**src/rtl/mem_arb_pkg.sv**
```systemverilog
// mem_arb_pkg: shared encodings for the memory port arbiter.
//   state_t : arbiter FSM states (ST_IDLE, ST_WAIT)
//   owner_t : requester identity (OWN_I = instruction fetch, OWN_D = load/store)
package mem_arb_pkg;

   localparam int unsigned AW_DEF      = 32;
   localparam int unsigned DW_DEF      = 32;
   localparam int unsigned TIMEOUT_DEF = 255;

   typedef enum logic {
      ST_IDLE = 1'b0,
      ST_WAIT = 1'b1
   } state_t;

   typedef enum logic {
      OWN_I = 1'b0,
      OWN_D = 1'b1
   } owner_t;

endpackage : mem_arb_pkg

```
**src/rtl/arb_pick.sv**
```systemverilog
// arb_pick: combinational winner selection between fetch (I) and data (D) requests.
//   i_req, d_req : pending requests
//   last         : requester granted most recently
//   win          : selected requester (meaningful only when a request is present)
// Build option ARB_ROUND_ROBIN_EN: on contention grant the requester other than last.
// Without it, D always wins contention. Single requests are granted the same way in both builds.
module arb_pick
   import mem_arb_pkg::*;
(
   input  logic   i_req,
   input  logic   d_req,
   input  owner_t last,
   output owner_t win
);

`ifndef ARB_ROUND_ROBIN_EN
   // last only matters for the round-robin build
   logic unused_last;
   assign unused_last = ^last;
`endif

   // Winner selection
   always_comb begin
      win = OWN_I;
      if (i_req && d_req) begin
`ifdef ARB_ROUND_ROBIN_EN
         win = (last == OWN_I) ? OWN_D : OWN_I;
`else
         win = OWN_D;
`endif
      end else if (d_req) begin
         win = OWN_D;
      end
   end

endmodule : arb_pick

```
**src/rtl/mem_port_arbiter.sv**
```systemverilog
// mem_port_arbiter: shares one memory port between instruction fetch (I) and load/store (D).
// One transaction is outstanding at a time; a watchdog aborts accesses that never get a response.
// Ports:
//   clk, rst                          clock, synchronous active-high reset
//   i_req/i_addr -> i_gnt/i_rvalid/i_rdata          fetch requester
//   d_req/d_we/d_be/d_addr/d_wdata -> d_gnt/d_rvalid/d_rdata   data requester
//   err                               1-cycle pulse on watchdog abort
//   mem_req/mem_we/mem_be/mem_addr/mem_wdata        memory request (valid in grant cycle only)
//   mem_rvalid/mem_rdata              memory response (read data or write ack)
// Grants and response routing are combinational by design so a grant and its memory strobe
// share a cycle, and a response reaches its owner in the cycle it arrives.
// Build option ARB_ROUND_ROBIN_EN (see arb_pick) selects round-robin instead of fixed D priority.
module mem_port_arbiter
   import mem_arb_pkg::*;
#(
   parameter int unsigned AW      = AW_DEF,
   parameter int unsigned DW      = DW_DEF,
   parameter int unsigned TIMEOUT = TIMEOUT_DEF
) (
   input  logic            clk,
   input  logic            rst,
   input  logic            i_req,
   input  logic [AW-1:0]   i_addr,
   output logic            i_gnt,
   output logic            i_rvalid,
   output logic [DW-1:0]   i_rdata,
   input  logic            d_req,
   input  logic            d_we,
   input  logic [DW/8-1:0] d_be,
   input  logic [AW-1:0]   d_addr,
   input  logic [DW-1:0]   d_wdata,
   output logic            d_gnt,
   output logic            d_rvalid,
   output logic [DW-1:0]   d_rdata,
   output logic            err,
   output logic            mem_req,
   output logic            mem_we,
   output logic [DW/8-1:0] mem_be,
   output logic [AW-1:0]   mem_addr,
   output logic [DW-1:0]   mem_wdata,
   input  logic            mem_rvalid,
   input  logic [DW-1:0]   mem_rdata
);

   localparam int unsigned TW = $clog2(TIMEOUT + 1);

   state_t        state_q, state_d;
   owner_t        owner_q, owner_d;
   owner_t        last_q,  last_d;
   logic [TW-1:0] tcnt_q,  tcnt_d;
   owner_t        win;

   arb_pick u_pick (
      .i_req (i_req),
      .d_req (d_req),
      .last  (last_q),
      .win   (win)
   );

   // Next state, grants, request forwarding and response routing
   always_comb begin
      state_d   = state_q;
      owner_d   = owner_q;
      last_d    = last_q;
      tcnt_d    = tcnt_q;
      i_gnt     = 1'b0;
      d_gnt     = 1'b0;
      i_rvalid  = 1'b0;
      d_rvalid  = 1'b0;
      i_rdata   = '0;
      d_rdata   = '0;
      err       = 1'b0;
      mem_req   = 1'b0;
      mem_we    = 1'b0;
      mem_be    = '0;
      mem_addr  = '0;
      mem_wdata = '0;

      // Outputs stay quiet while reset is held, even though they are combinational
      if (!rst) begin
         unique case (state_q)
            ST_IDLE: begin
               // Responses arriving in IDLE are stale and deliberately dropped
               if (i_req || d_req) begin
                  state_d = ST_WAIT;
                  owner_d = win;
                  last_d  = win;
                  tcnt_d  = '0;
                  mem_req = 1'b1;
                  if (win == OWN_D) begin
                     d_gnt     = 1'b1;
                     mem_we    = d_we;
                     mem_be    = d_be;
                     mem_addr  = d_addr;
                     mem_wdata = d_wdata;
                  end else begin
                     i_gnt    = 1'b1;
                     mem_be   = '1;
                     mem_addr = i_addr;
                  end
               end
            end
            ST_WAIT: begin
               // tcnt counts completed silent WAIT cycles; the abort fires in the
               // TIMEOUT-th WAIT cycle, and a real response in that cycle still wins
               if (mem_rvalid || (tcnt_q == TW'(TIMEOUT - 1))) begin
                  state_d = ST_IDLE;
                  err     = !mem_rvalid;
                  if (owner_q == OWN_D) begin
                     d_rvalid = 1'b1;
                     d_rdata  = mem_rvalid ? mem_rdata : '0;
                  end else begin
                     i_rvalid = 1'b1;
                     i_rdata  = mem_rvalid ? mem_rdata : '0;
                  end
               end else begin
                  tcnt_d = tcnt_q + TW'(1);
               end
            end
            default: state_d = ST_IDLE;
         endcase
      end
   end

   // State registers
   always_ff @(posedge clk) begin
      if (rst) begin
         state_q <= ST_IDLE;
         owner_q <= OWN_I;
         last_q  <= OWN_I;
         tcnt_q  <= '0;
      end else begin
         state_q <= state_d;
         owner_q <= owner_d;
         last_q  <= last_d;
         tcnt_q  <= tcnt_d;
      end
   end

endmodule : mem_port_arbiter

```
**config.mk**
```make
export PLATFORM = sky130hd
export DESIGN_NAME = mem_port_arbiter
export DESIGN_NICKNAME = d
export VERILOG_FILES = /design/src/rtl/mem_arb_pkg.sv /design/src/rtl/arb_pick.sv /design/src/rtl/mem_port_arbiter.sv
export SDC_FILE = /design/constraint.sdc
export NUM_CORES = 1
export LEC_CHECK = 0
export CORE_AREA = 2 2 108 110
export CTS_CLUSTER_DIAMETER = 80
export DETAILED_ROUTE_END_ITERATION = 16
export DIE_AREA = 0 0 110 112
export GPL_TIMING_DRIVEN = 1
export SLEW_MARGIN = 20
export SYNTH_ARGS = -nofsm -noshare
export SYNTH_HDL_FRONTEND = slang
export SYNTH_HIERARCHICAL = 1
export SYNTH_SLANG_ARGS = --single-unit
```
**constraint.sdc**
```tcl
create_clock -name clk -period 1.61 [get_ports clk]
set_clock_uncertainty 0.15 [all_clocks]
set_input_delay 0.161 -clock clk [delete_from_list [all_inputs] [get_ports clk]]
set_output_delay 0.161 -clock clk [all_outputs]
set_load 0.01 [all_outputs]
```
=== Yosys cells after proc, flatten, opt, wreduce, memory -nomap -nowiden ===
Cells that the tools add are included.
Widths: inputs -> output; s select.

* Word-level logic and storage cells: 68
* Bits in registers: 10
* Output and inout port bits: 139

* Add/subtract/negate cells: 1
* Multiplexer cells: 54
* Equal/unequal tests: 3
* Reductions and logical operators: 6
* Bitwise logic cells: 1

{| class="wikitable"
|+ Operators by type and width
! kind !! count
|-
| $mux 32 || 17
|-
| $mux 1 || 29
|-
| $mux 4 || 4
|-
| $mux 8 || 2
|-
| $pmux 8 s2 || 1
|-
| $add 8x1->8 const B || 1
|-
| $eq 8x8->1 const B || 1
|-
| $ne 2x2->1 const B || 2
|-
| $reduce_and 2->1 || 2
|-
| $logic_or 1x1->1 || 2
|-
| $pmux 1 s2 || 1
|-
| $logic_and 1x1->1 || 1
|-
| $logic_not 1->1 || 1
|-
| $not 1->1 || 1
|}

=== Logic depth before layout (Yosys ltp) ===
* Word-level depth: 6
* Mapped depth: 6

=== Hierarchy ===
Netlist, hierarchy kept.

{| class="wikitable"
|+ By module, submodules not included
! module !! cells each !! seq. area each (um2) !! area each (um2) !! instances
|-
| mem_port_arbiter || 295 || 200.2 || 1,720.4 || 1
|-
| arb_pick || 1 || 0.0 || 3.8 || 1
|}

=== Worst setup path before layout ===
No wires, ideal clock.

* Path kind: reg-to-output
* From: register state_q
* To: output i_rdata[10]
* Arrival: 1,293 ps
* Stages on the path, launching flop included: 5
* Path buffers: 2
* Required time: 1,299 ps
* Setup slack: 6 ps
* Cells stage by stage: dfxtp_1 -> or3b_2 -> clkbuf_1 -> clkbuf_1 -> nor2_1

* Cells in the longest elaborated chain, start to end: 2

{| class="wikitable"
|+ Ends and longest elaborated chain
! what !! line !! text
|-
| start, declared || mem_port_arbiter.sv:47 || <nowiki>state_t state_q, state_d;</nowiki>
|-
| start signal, assigned || mem_port_arbiter.sv:133 || <nowiki>state_q <= state_d;</nowiki>
|-
| $mux 32 || mem_port_arbiter.sv:81 || <nowiki>unique case (state_q)</nowiki>
|-
| $mux 32 || mem_port_arbiter.sv:80 || <nowiki>if (!rst) begin</nowiki>
|-
| end, declared || mem_port_arbiter.sv:26 || <nowiki>output logic [DW-1:0] i_rdata,</nowiki>
|}

No other way between the ends.

=== Worst setup path in the final report ===
* From: register state_q
* To: output mem_addr[21]

* Cells in the longest elaborated chain, start to end: 2

{| class="wikitable"
|+ Ends and longest elaborated chain
! what !! line !! text
|-
| $mux 32 || mem_port_arbiter.sv:81 ||
|-
| $mux 32 || mem_port_arbiter.sv:80 ||
|-
| end, declared || mem_port_arbiter.sv:39 || <nowiki>output logic [AW-1:0] mem_addr,</nowiki>
|}

No other way between the ends.

==> results.py <==
metrics = {
    "global_routing": {
        "grt_pass1_vias": 3141,
        "grt_max_degree": 48,
        "gr-total-overflow": 0,
        "antenna_found_initial": 0,
        "grt_usage_pct": 17.8,
        "grt_pass1_wl_mm": 16.8,
    },
    "timing": {
        "rsz0062_at_grt": "yes",
        "tightest_slew_ps": 501,
        "hold_violations": 0,
        "setup_viol": 146,
        "fin_ws_ps": -280,
        "period_share_pct": 117,
        "fmax_ghz": 0.529,
        "min_period_ps": 1890,
        "slew_headroom_pct": 66.6,
        "drv_slew": 0,
        "setup_tns_ps": -26470,
    },
    "cells_and_area": {
        "regArea_um2": 203,
        "fin_util_pct": 51.2,
        "num_antenna_cells": 0,
        "layout-drive-gt1-share_pct": 51.1,
        "final_cell_mix": "clkdlybuf4s50_1, buf_6, buf_2",
        "multi_input_area_mm2": 0.00197,
        "fin_nets": 747,
        "layout_commonest_cell": "clkdlybuf4s50_1",
        "syn2layout_area_growth_pct": 232,
        "final_cells": 748,
        "fin_area_mm2": 0.00572,
        "fill_cells": 1053,
    },
    "synth": {
        "synth-seq-cells": 10,
        "syn_area_per_cell_um2": 5.82,
        "synth_cells": 296,
        "ys_warn_count": 6,
        "syn_nets": 436,
        "yosysTopAreaCell": "nor2_1",
        "syn_area_mm2": 0.00172,
        "yosysUniqueCellTypes": 37,
        "yosysSeqAreaShare_pct": 11.6,
        "yosysTopAreaCellShare_pct": 22.0,
        "synthTopCellsByArea": "nor2_1, mux2i_1, and3_1",
    },
    "worst_setup_path": {
        "crit_path_end_kind": "primary output",
        "critPathMaxStageDelay_ps": 310,
        "worstSetupPathType": "reg -> out",
        "crit_slowest_cell": "dfxtp_2",
        "crit_path_start_kind": "register",
        "critical_path_required_ps": 1300,
        "path_max_fanout": 19,
        "r2r_start": "state_q",
        "regToRegEndpoint": "tcnt_q[5]",
        "reg2reg_depth": 7,
        "worstPathArrival_ps": 1580,
        "path_cells": "o21bai_1 -> or2_4 -> clkbuf_16 -> nor2_1 -> clkdlybuf4s15_2",
        "r2r_slack_ps": -190,
    },
    "clock_tree": {
        "clock_latency_ps": 240,
        "cts_hold_buf": 0,
        "path_clk_slew_ps": 40,
        "ctsRootBufferMaster": "clkbuf_16",
        "cts_tree": "built",
        "cts_made_buffers": 3,
        "clock-sinks": 10,
        "clockBufferDepth": 2,
        "htreeDepth": 1,
    },
    "pwr": {
        "powerDensity_mw_per_mm2": 346,
        "ir_drop_mv": 0.280,
        "power.leakage_nw": 2.62,
    },
    "route": {
        "drt-wirelength-per-cell_um": 17.9,
        "firstDrtPassIters": 4,
        "final_antenna_net_count": 0,
        "viasPerCell": 4.48,
        "drt-total-wl_mm": 13.4,
        "dr.first_iter.drc_count": 146,
        "drc": 0,
        "vias": 3353,
    },
    "floorplan": {
        "initial_utilization_pct": 15.4,
        "coreArea_mm2": 0.0112,
        "pin_count": 277,
        "fp-row-count": 39,
        "dieArea_mm2": 0.0123,
        "die_x_um": 110,
        "fp.dieH_um": 112,
    },
    "outcome": {
        "violations": "setup timing",
        "outcome": "finished with violations",
    },
    "run": {
        "cap_violations": 0,
    },
    "placed_design": {
        "portBuffers": 276,
        "place_ws_ps": -731,
        "place.gp.congestion": 0.845,
        "hpwl_mm": 9.15,
        "placed_area_mm2": 0.00481,
        "dp.cells": 716,
    },
    "hold_path": {
        "hp-start": "rst",
        "min_to": "tcnt_q[2]",
        "holdPathStages": 3,
        "hold_class": "in -> reg",
    },
}
==> critical path: cells and delay by family, from the launching register on <==
family | cells | cell delay, ps
flip-flops | 1 | 310
AO/OA/AOI/OAI | 1 | 150
buffers and inverters | 2 | 440
AND/OR/NAND/NOR | 2 | 430
==> cell families after synthesis <==
| logic type | count (synthesis) | share of synthesized area [%] |
|---|---|---|
| AOI/OAI and AO/OA | 21 | 9.00 |
| xor gates and xnor gates | 1 | 0.508 |
| adders and majority gates | 2 | 1.45 |
| buffers and inverters | 35 | 8.27 |
| DFF | 10 | 11.6 |
| muxes | 32 | 18.6 |
| and+or+nand+nor | 195 | 50.6 |
==> stage by stage <==
| stage | power, mW | hold WS [ps] |
|---|---|---|
| finish | 1.98 | 283 |
| global route | 2.07 | 324 |
| CTS | 1.81 | 280 |
| detailed placement | 1.28 | 406 |
| global placement | 1.28 | 397 |
| floorplan | 0.599 | 113 |
==> cells in the mapped netlist, drive strengths merged <==
cell,n
nor2,101
nand2,37
and3,34
mux2i,32
clkbuf,22
dfxtp,10
nand3,10
inv,7
a21oi,6
buf,6
o21ai,4
a41oi,2
and2,2
ha,2
nor2b,2
o211ai,2
o21bai,2
or3,2
or3b,2
a21o,1
a31o,1
a31oi,1
and4,1
nand3b,1
nand4,1
nor3,1
o221ai,1
o31ai,1
or2,1
xnor2,1
==> power by group <==
group / internal [mW] / switching (mW)
Sequential: 0.257 / 0.00422
Combinational: 0.728 / 0.546
Clock: 0.323 / 0.122
Total: 1.31 / 0.672
==> sequential cells by signal (all words and copies together) (netlist names) <==
register and cells:
last_q 1, tcnt_q 8, state_q 1
==> repair_timing <==
action,4_1_cts,5_1_grt
resized for setup,519,292
gates cloned,7,6
endpoints found under the setup margin,146,149
pin swaps,16,29
setup buffers,8,11
hold endpoints to repair,0,0
==> final cells by class <==
cell class              count  share of cell area [%]
flip-flops and latches     10                    3.54
repair buffers            334                    57.0
inverters                   7                   0.591
well taps                 143                    3.13
multi-input cells         251                    34.5
clock buffers               3                    1.31
==> metal layers <==
metal	routed length (um)	up-vias	track usage (%)
li1	-	1604	-
met1	4440	1519	18.4
met2	7260	205	34.0
met3	1320	25	4.74
met4	387	0	4.98
met5	0	-	0
==> how the worst max path moves through the flow <==
stage	start	endpoint	slack, ps	cells after the start
2_1_floorplan	state_q	i_rdata[10]	6	4
3_3_place_gp	i_req	mem_addr[9]	-720	6
3_5_place_dp	i_req	mem_addr[9]	-730	6
4_1_cts	state_q	mem_addr[9]	-300	5
5_1_grt	state_q	mem_addr[21]	-340	5
6_report	state_q	mem_addr[21]	-280	5
Note: power is estimated with default switching activity, not from simulation.
